**src/rtl/alu_issue_ctrl.sv**
```systemverilog
// Issue/capture front end for the combinational ALU: accepts one request, holds the
// operands for a programmable settle time, captures Zlow/Zhigh and presents the result.
module alu_issue_ctrl #(
    parameter int BASIC_WAIT  = 1,
    parameter int MULDIV_WAIT = 4
) (
    input  logic        clock,
    input  logic        clear,
    input  logic        req_valid,
    output logic        req_ready,
    input  logic [4:0]  req_op,
    input  logic [31:0] req_a,
    input  logic [31:0] req_b,
    output logic [31:0] alu_a,
    output logic [31:0] alu_b,
    output logic [4:0]  alu_op,
    input  logic [31:0] alu_zlow,
    input  logic [31:0] alu_zhigh,
    output logic        res_valid,
    input  logic        res_ready,
    output logic [31:0] res_lo,
    output logic [31:0] res_hi,
    output logic [4:0]  res_op,
    output logic        res_err,
    output logic        busy
);

    localparam logic [4:0] OP_ADD     = 5'b00011;
    localparam logic [4:0] OP_MUL     = 5'b01111;
    localparam logic [4:0] OP_DIV     = 5'b10000;
    localparam logic [7:0] BASIC_CNT  = 8'(BASIC_WAIT);
    localparam logic [7:0] MULDIV_CNT = 8'(MULDIV_WAIT);

    typedef enum logic [1:0] {
        ST_IDLE   = 2'd0,
        ST_SETTLE = 2'd1,
        ST_RESULT = 2'd2
    } state_t;

    function automatic logic is_muldiv(input logic [4:0] op);
        return (op == OP_MUL) || (op == OP_DIV);
    endfunction

    // Divide by zero bypasses the ALU, so it needs only a single settle cycle.
    function automatic logic [7:0] settle_cycles(input logic [4:0] op, input logic [31:0] b);
        logic [7:0] w;
        if ((op == OP_DIV) && (b == 32'd0)) begin
            w = 8'd1;
        end else if (is_muldiv(op)) begin
            w = MULDIV_CNT;
        end else begin
            w = BASIC_CNT;
        end
        return w;
    endfunction

    state_t      state_r, state_nxt_s;
    logic [7:0]  cnt_r, cnt_nxt_s;
    logic        accept_s, capture_s;
    logic [31:0] cap_lo_s, cap_hi_s;
    logic        cap_err_s;

    logic [31:0] alu_a_r, alu_b_r;
    logic [4:0]  alu_op_r;
    logic [31:0] res_lo_r, res_hi_r;
    logic [4:0]  res_op_r;
    logic        res_err_r;
    logic        req_ready_r, busy_r, res_valid_r;

    // Next-state and counter logic for the IDLE/SETTLE/RESULT sequencer.
    always_comb begin
        state_nxt_s = state_r;
        cnt_nxt_s   = cnt_r;
        accept_s    = 1'b0;
        capture_s   = 1'b0;
        case (state_r)
            ST_IDLE: begin
                if (req_valid) begin
                    accept_s    = 1'b1;
                    cnt_nxt_s   = settle_cycles(req_op, req_b);
                    state_nxt_s = ST_SETTLE;
                end else begin
                    state_nxt_s = ST_IDLE;
                end
            end
            ST_SETTLE: begin
                if (cnt_r <= 8'd1) begin
                    cnt_nxt_s   = 8'd0;
                    capture_s   = 1'b1;
                    state_nxt_s = ST_RESULT;
                end else begin
                    cnt_nxt_s   = cnt_r - 8'd1;
                    state_nxt_s = ST_SETTLE;
                end
            end
            ST_RESULT: begin
                if (res_ready) begin
                    state_nxt_s = ST_IDLE;
                end else begin
                    state_nxt_s = ST_RESULT;
                end
            end
            default: begin
                cnt_nxt_s   = 8'd0;
                state_nxt_s = ST_IDLE;
            end
        endcase
    end

    // Result word selection at capture time, including the divide-by-zero override.
    always_comb begin
        cap_lo_s  = alu_zlow;
        cap_hi_s  = 32'd0;
        cap_err_s = 1'b0;
        if ((alu_op_r == OP_DIV) && (alu_b_r == 32'd0)) begin
            cap_lo_s  = 32'hFFFF_FFFF;
            cap_hi_s  = alu_a_r;
            cap_err_s = 1'b1;
        end else if (is_muldiv(alu_op_r)) begin
            cap_hi_s  = alu_zhigh;
        end else begin
            cap_hi_s  = 32'd0;
        end
    end

    // State, counter and registered status decodes.
    always_ff @(posedge clock) begin
        if (clear) begin
            state_r     <= ST_IDLE;
            cnt_r       <= 8'd0;
            req_ready_r <= 1'b1;
            busy_r      <= 1'b0;
            res_valid_r <= 1'b0;
        end else begin
            state_r     <= state_nxt_s;
            cnt_r       <= cnt_nxt_s;
            req_ready_r <= (state_nxt_s == ST_IDLE);
            busy_r      <= (state_nxt_s != ST_IDLE);
            res_valid_r <= (state_nxt_s == ST_RESULT);
        end
    end

    // Operand latch on accept and result capture at the end of settle.
    always_ff @(posedge clock) begin
        if (clear) begin
            alu_a_r   <= 32'd0;
            alu_b_r   <= 32'd0;
            alu_op_r  <= OP_ADD;
            res_lo_r  <= 32'd0;
            res_hi_r  <= 32'd0;
            res_op_r  <= 5'd0;
            res_err_r <= 1'b0;
        end else begin
            if (accept_s) begin
                alu_a_r  <= req_a;
                alu_b_r  <= req_b;
                alu_op_r <= req_op;
            end
            if (capture_s) begin
                res_lo_r  <= cap_lo_s;
                res_hi_r  <= cap_hi_s;
                res_op_r  <= alu_op_r;
                res_err_r <= cap_err_s;
            end
        end
    end

    assign req_ready = req_ready_r;
    assign busy      = busy_r;
    assign res_valid = res_valid_r;
    assign alu_a     = alu_a_r;
    assign alu_b     = alu_b_r;
    assign alu_op    = alu_op_r;
    assign res_lo    = res_lo_r;
    assign res_hi    = res_hi_r;
    assign res_op    = res_op_r;
    assign res_err   = res_err_r;

endmodule

```
**config.mk**
```make
export PLATFORM = sky130hd
export DESIGN_NAME = alu_issue_ctrl
export DESIGN_NICKNAME = d
export VERILOG_FILES = /design/src/rtl/alu_issue_ctrl.sv
export SDC_FILE = /design/constraint.sdc
export NUM_CORES = 1
export LEC_CHECK = 0
export ABC_AREA = 1
export CORE_MARGIN = 5
export CORE_UTILIZATION = 39
export CTS_CLUSTER_DIAMETER = 100
export DETAILED_ROUTE_END_ITERATION = 6
export PLACE_DENSITY = 0.83
export SYNTH_ARGS = -nofsm -noshare
export SYNTH_HDL_FRONTEND = slang
export SYNTH_SLANG_ARGS = --single-unit
```
**constraint.sdc**
```tcl
create_clock -name clock -period 1.45 [get_ports clock]
set_input_delay 0.29 -clock clock [delete_from_list [all_inputs] [get_ports clock]]
set_output_delay 0.29 -clock clock [all_outputs]
set_load 0.02 [all_outputs]
```
==> summary.md, run 1 <==
| Metric | Value |
|---|---|
| Worst-margin pin slew | `317 ps` |
| Clk slew on worst S/H paths | `~60 ps` |
| Critical path origin | `cnt_r[0]` |
| HPWL after DPL | `~17000 um` |
| Final wirelength | `24900 um` |
| Setup CP Type | `flip-flop to flip-flop` |
| Die extent in y | `142 um` |
| Initial drt markers | `371` |
| Sequential element share of the synthesized area | `44.7%` |
| Yosys reg bits | `152` |
| Root Buffer | `clkbuf_16` |
| Area leader, netlist | `dfxtp_1` |
| Distinct cell type count after synthesis | `35` |
| CP Capture Type | `flip-flop` |
| N_diodes | `0` |
| Die X | `142 um` |
| R2r setup slk | `-220 ps` |
| GPL Wtd Cong | `a little under 0.9` |
| Critical path capture point | `res_hi[29]` |
| Critical-path cell list | `inv_4 > ha_4 > nor2_2 > nor2_2 > nand3_2 > nor2_4 > buf_6 > buf_16 > nor2_1 > nor2_1 > nand2_1 > inv_1` |
| Fin. Hold Viols | `0` |
| CTS buffer count | `17` |
| Worst hold slack | `between 400 and 500 ps` |
| Die area | `about 20000 sq um` |
| Routed vias/inst | `4.89` |
| Unrepaired setup endpoints after global routing | `true` |
| Max Used Layer | `met5` |
| Synth-to-Final Area Change | `71.4%` |
| DR vias | `7388` |
| Total global routing overflow | `0` |
| Final Cycle Share | `115%` |
| Max Fclk | `599 MHz` |
| Clk buf depth | `2` |
| Post-route setup slack | `-219 ps` |
| First-pass GRT wire length | `36700 um` |
| Clock skew | `between 9 and 10 ps` |
| Max-cap viol count | `0` |
| Drt pass-1 iters | `6` |
| Hold Path Class | `input pin to flip-flop` |
| Port bufs | `about 280` |
| PD cells | `1520 nW/um^2` |
| CORE AREA | `approximately 17000 sq um` |
| Detailed-route DRC error count | `0` |
| CTS tree | `done` |
| Final Max Tran Viols | `0` |
| Min-delay src | `alu_zlow[26]` |
| Met2 WL post-DR | `12400 um` |
| Mapped Area | `6810 sq um` |
| R2R cell count | `12` |
| Worst r2r dst | `res_hi[29]` |
| Row count | `between 40 and 50` |
| Peak VDD IR | `just over 0.9 mV` |
| Max FO, Critical Path | `11` |
| Commonest non-fill, non-tap cell in the layout | `nor2_1` |
| Synth Area per Inst | `7.40 sq um` |
| Initial Utilization | `39.5%` |
| Leakage | `between 5 and 6 nW` |
| Synth warn | `0` |
| Skew-Pair Late Insertion Delay | `420 ps` |
| Critical Path Start Type | `flip-flop` |
| Syn Nets | `1059` |
| I/O pin cnt | `279` |
| H-tree Lvls | `4` |
| Failing checks | `negative setup slack` |
| Fill cells | `1406` |
| Pre-CTS setup slack | `-227 ps` |
| Tot Pwr | `17.8 mW` |
| Critical Path RT | `1820 ps` |
| Largest net degree at the start of global routing | `61` |
| Sink Count | `152` |
| Setup violations, final | `81` |
| Synth area leaders | `dfxtp_1 45%, nor2_1 11%, o21ai_0 7.4%` |
| Metal3 WL | `approximately 1700 um` |
| Layout cells sized above 1 | `31.4%` |
| Most frequent cells in the layout | `191 x nor2_1, 136 x clkdlybuf4s50_1, 110 x dfxtp_1` |
| Min cycle time layout | `1670 ps` |
| # nets final | `1411` |
| Number of global-route vias before repair | `7119` |
| Antenna violations before repair | `1` |
| Max-slew headroom | `78.9%` |
| Share of the synthesized area in the top cell type | `44.7%` |
| M1 WL | `slightly below 10000 um` |
| Wire length per cell | `roughly 17 um` |
| Cells after Synth | `920` |
| Total GRT Usage | `22.6%` |
| Status | `finished with violations` |
| Critical path's largest stage delay | `370 ps` |
| ANT nets after route | `0` |
| CP arrival | `2040 ps` |
| CP max-delay cell | `dfxtp_4` |
| FF-to-FF Start | `cnt_r[0]` |
==> how the worst min path moves through the flow <==
| stage | cells after the start | to |
|---|---|---|
| finish | 3 | res_lo[26] |
| detailed placement | 2 | alu_b[11] |
| floorplan | 2 | res_lo[0] |
| global placement | 2 | alu_b[11] |
| CTS | 3 | res_lo[22] |
| global route | 3 | res_lo[26] |
==> metrics by stage <==
step	instances	area, sq um	util, %	TNS [ps]
3_5_place_dp	1456	10400	60.6	-19920
2_1_floorplan	920	6910	-	-1560
5_1_grt	1510	11700	67.7	-17010
6_report	1510	11700	67.7	-10750
4_1_cts	1497	11300	65.4	-9120
3_3_place_gp	1456	10400	60.6	-16620
==> worst max-delay path, delay by kind of cell, from the launching register on <==
family	cells	cell delay, ps
simple gates	7	700
buf+inv	4	440
flops	1	370
fa+ha+maj	1	120
==> synth_stat cells <==
cell      instances
nor4_4            2
nor2_8            1
nor2_4            1
nand3_4           1
a21oi_1          34
o21ai_2           1
nor2_1          203
a21oi_2          30
nand4_2           1
nand3_2           1
nand2_1          99
o22ai_2           1
a211oi_1          1
buf_6             3
buf_12            3
dfxtp_1         152
nand3b_4          1
o21ai_1           6
o21ai_0         100
o21a_1            1
ha_1              2
buf_4             4
inv_1            94
nand2_2          30
clkbuf_1         28
nor2_2            3
nor3_4            1
o21bai_1         33
o211ai_1          2
inv_2            13
nand4_1           6
nor3_1            2
buf_2            17
xor2_1            2
nand3_1          41
==> cells by family after synthesis <==
logic type	count (synthesis)	share of synthesized area [%]
AOI/OAI and AO/OA	209	18.5
xor gates and xnor gates	2	0.257
adders and majority gates	2	0.368
buffers and inverters	162	10.5
DFF	152	44.7
and+or+nand+nor	393	25.6
==> final cells by class <==
cell class                 count  area [sq um]  area share (%)
clock inverter                14           169            1.45
multi-input combinational    606          3410            29.3
tap                          225           282            2.41
inverter                     107           409            3.51
sequential                   152          3110            26.6
clock buffer                  18           439            3.76
timing repair buffer         388          3850            33.0
==> layer usage <==
metal	vias up	track usage, %
li1	3630	-
met2	267	39.8
met4	2	9.04
met1	3423	26.1
met5	-	0
met3	66	6.08
==> registers in the layout, summed over array words and instances, names as in the netlist, 2 cells and up <==
name / count
alu_b: 32
cnt_r: 8
res_lo: 32
res_op: 5
res_hi: 32
alu_op: 5
alu_a: 32
state_r: 2
==> timing repair <==
action,in CTS,in global routing
resized for setup,307,135
pin swaps,4,15
hold buffers,0,0
buffers inserted,6,4
setup endpoints to repair,285,175
gates cloned,3,9
==> where the power goes <==
part / switching (mW) / total (mW) / internal (mW)
Combinational: 4.08 / 7.43 / 3.35
Clock: 1.83 / 4.59 / 2.76
Sequential: 0.609 / 5.74 / 5.13
Total: 6.52 / 17.8 / 11.2
(Power assumes the default switching activity.)
==> run 2, diff against run 1 <==
Settings changed: CORE_ASPECT_RATIO set to 1.75, SKIP_LAST_GASP set to 1.
Clock period 1.45 ns to 1.34 ns, I/O delays scaled along.
==> run 2 against run 1 <==
  * The run still ends with negative setup slack left
  * Hold slack lost 110 ps
  * Non-clock buffer count grew 12
  * Clock skew up 5.8 ps
  * Critical path depth down 1
  * Die area rose by 0.51%
  * Register-to-register slack got worse by 70 ps
  * Sequential cell count unchanged
  * Largest power group unchanged
  * Highest routed layer is now met4
==> summary.md, run 2 (synthesis results as in run 1) <==
| Metric | Value |
|---|---|
| Row count | `between 60 and 70` |
| Worst-margin pin slew | `about 350 ps` |
| GPL Wtd Cong | `~0.9` |
| Area occupied by registers | `3100 sq um` |
| Worst r2r dst | `res_lo[25]` |
| PD cells | `1650 nW/um^2` |
| Skew-Pair Late Insertion Delay | `around 420 ps` |
| Initial drt markers | `389` |
| Layout cells sized above 1 | `37.8%` |
| Setup violations, final | `84` |
| CORE AREA | `17300 sq um` |
| Port bufs | `278` |
| Routed vias/inst | `4.91` |
| Wire length per cell | `17.3 um` |
| Drt pass-1 iters | `5` |
| Post-route setup slack | `-289 ps` |
| HPWL after DPL | `about 17000 um` |
| Pre-CTS setup slack | `-349 ps` |
| CTS tree | `done` |
| Largest net degree at the start of global routing | `54` |
| Sw power | `7.32 mW` |
| Total global routing overflow | `0` |
| CP Capture Type | `flip-flop` |
| Root Buffer | `clkbuf_16` |
| CP arrival | `between 1500 and 2000 ps` |
| Final Cycle Share | `122%` |
| Min cycle time layout | `1630 ps` |
| Clk buf depth | `2` |
| Final Max Tran Viols | `0` |
| Leakage | `5.18 nW` |
| ANT nets after route | `0` |
| Clk slew on worst S/H paths | `about 70 ps` |
| Total GRT Usage | `24.7%` |
| Most frequent cells in the layout | `189 x nor2_1, 135 x clkdlybuf4s50_1, 115 x dfxtp_1` |
| Share of power burned in registers | `31.9%` |
| Cts-stage hold buffer count | `0` |
| Worst hold slack | `304 ps` |
| Max-slew headroom | `roughly 77%` |
| Die X | `110 um` |
| Critical Path Start Type | `flip-flop` |
| I/O pin cnt | `279` |
| Number of global-route vias before repair | `7447` |
| Antenna violations before repair | `1` |
| Synth-to-Final Area Change | `73.1%` |
| Sink Count | `152` |
| Comb pwr share | `about 44%` |
| CTS buffer count | `17` |
| Die area | `20300 sq um` |
| Max Fclk | `roughly 610 MHz` |
| Failing checks | `negative setup slack` |
| Status | `finished with violations` |
| Unrepaired setup endpoints after global routing | `true` |
| Clock skew | `~15 ps` |
| Max FO, Critical Path | `10` |
| H-tree Lvls | `4` |
| R2R cell count | `11` |
| R2r setup slk | `-290 ps` |
| First-pass GRT wire length | `38600 um` |
| Final wirelength | `~26000 um` |
| Min-delay src | `clear` |
| Hold Crit Depth | `3` |
| Fill cells | `1338` |
| Clock power frac | `24.0%` |
| Setup CP Type | `flip-flop to flip-flop` |
| Detailed-route DRC error count | `0` |
| Initial Utilization | `39.4%` |
| DR vias | `7502` |
| Switching Share | `37.7%` |
| Critical path origin | `cnt_r[1]` |
| Fin. Hold Viols | `0` |
| # nets final | `about 1400` |
| FF-to-FF Start | `cnt_r[1]` |
| Die extent in y | `185 um` |
| Critical Path RT | `1650 ps` |
| Peak VDD IR | `1.07 mV` |
| Hold path endpoint | `cnt_r[2]` |
| Int Pwr | `12.1 mW` |
| Max-cap viol count | `0` |
| Commonest non-fill, non-tap cell in the layout | `nor2_1` |
| Tot Pwr | `about 19 mW` |
| Hold Path Class | `input pin to flip-flop` |
| Multi-input gate area | `3430 sq um` |
run 2: worst max-delay path by stage:
stage | end | slack (ps) | cells past startpoint
6_report | res_lo[25] | -290 | 11
5_1_grt | res_hi[31] | -370 | 12
4_1_cts | res_hi[6] | -290 | 12
3_5_place_dp | cnt_r[0] | -350 | 10
3_3_place_gp | cnt_r[0] | -350 | 10
2_1_floorplan | res_hi[11] | -160 | 11
run 2: cell type report:
cell class | count | share of cell area, %
repair buffers | 400 | 33.7
multi-input cells | 606 | 29.1
flip-flops and latches | 152 | 26.3
clock buffers | 17 | 3.61
inverters | 107 | 3.54
well taps | 231 | 2.45
clock inverters | 15 | 1.22
diodes | 1 | 0.0212
run 2: repair_timing:
action | 4_1_cts | 5_1_grt
buffers inserted | 15 | 2
pin swaps | 8 | 18
endpoints found under the setup margin | 227 | 135
cloned | 10 | 5
resized for setup | 554 | 115
run 2: metrics by stage:
step	instances	area, sq um	setup TNS, ps	util, %
2_1_floorplan	920	6920	-8560	-
3_3_place_gp	1466	10500	-29260	60.9
3_5_place_dp	1466	10500	-33510	60.9
4_1_cts	1523	11600	-19700	66.8
5_1_grt	1529	11800	-25980	68.1
6_report	1529	11800	-19480	68.1
run 2: critical path: stages (launching register included):
cell and delay, ps:
dfxtp_2 350, inv_4 50, ha_4 150, nor2_4 120, nor2_4 50, nand3_4 80, nor2_4 40, buf_6 120
buf_8 140, buf_12 140, o21ai_1 230, a21oi_4 40
run 2: power by group through the flow:
stage	clock network [mW]	registers (mW)	logic, mW
2_1_floorplan	0	7.31	2.72
3_3_place_gp	0	6.18	7.31
3_5_place_dp	0	6.22	7.43
4_1_cts	4.75	6.16	8.14
5_1_grt	4.91	6.31	9.18
6_report	4.65	6.19	8.56
run 2: layer usage:
metal / global-route usage (%) / up-vias / share of wire, %
met5: 0 / - / 0
met4: 11.9 / 0 / 4.4
met3: 4.45 / 67 / 5.6
met2: 47.3 / 269 / 56
met1: 24.8 / 3502 / 34
li1: - / 3664 / -
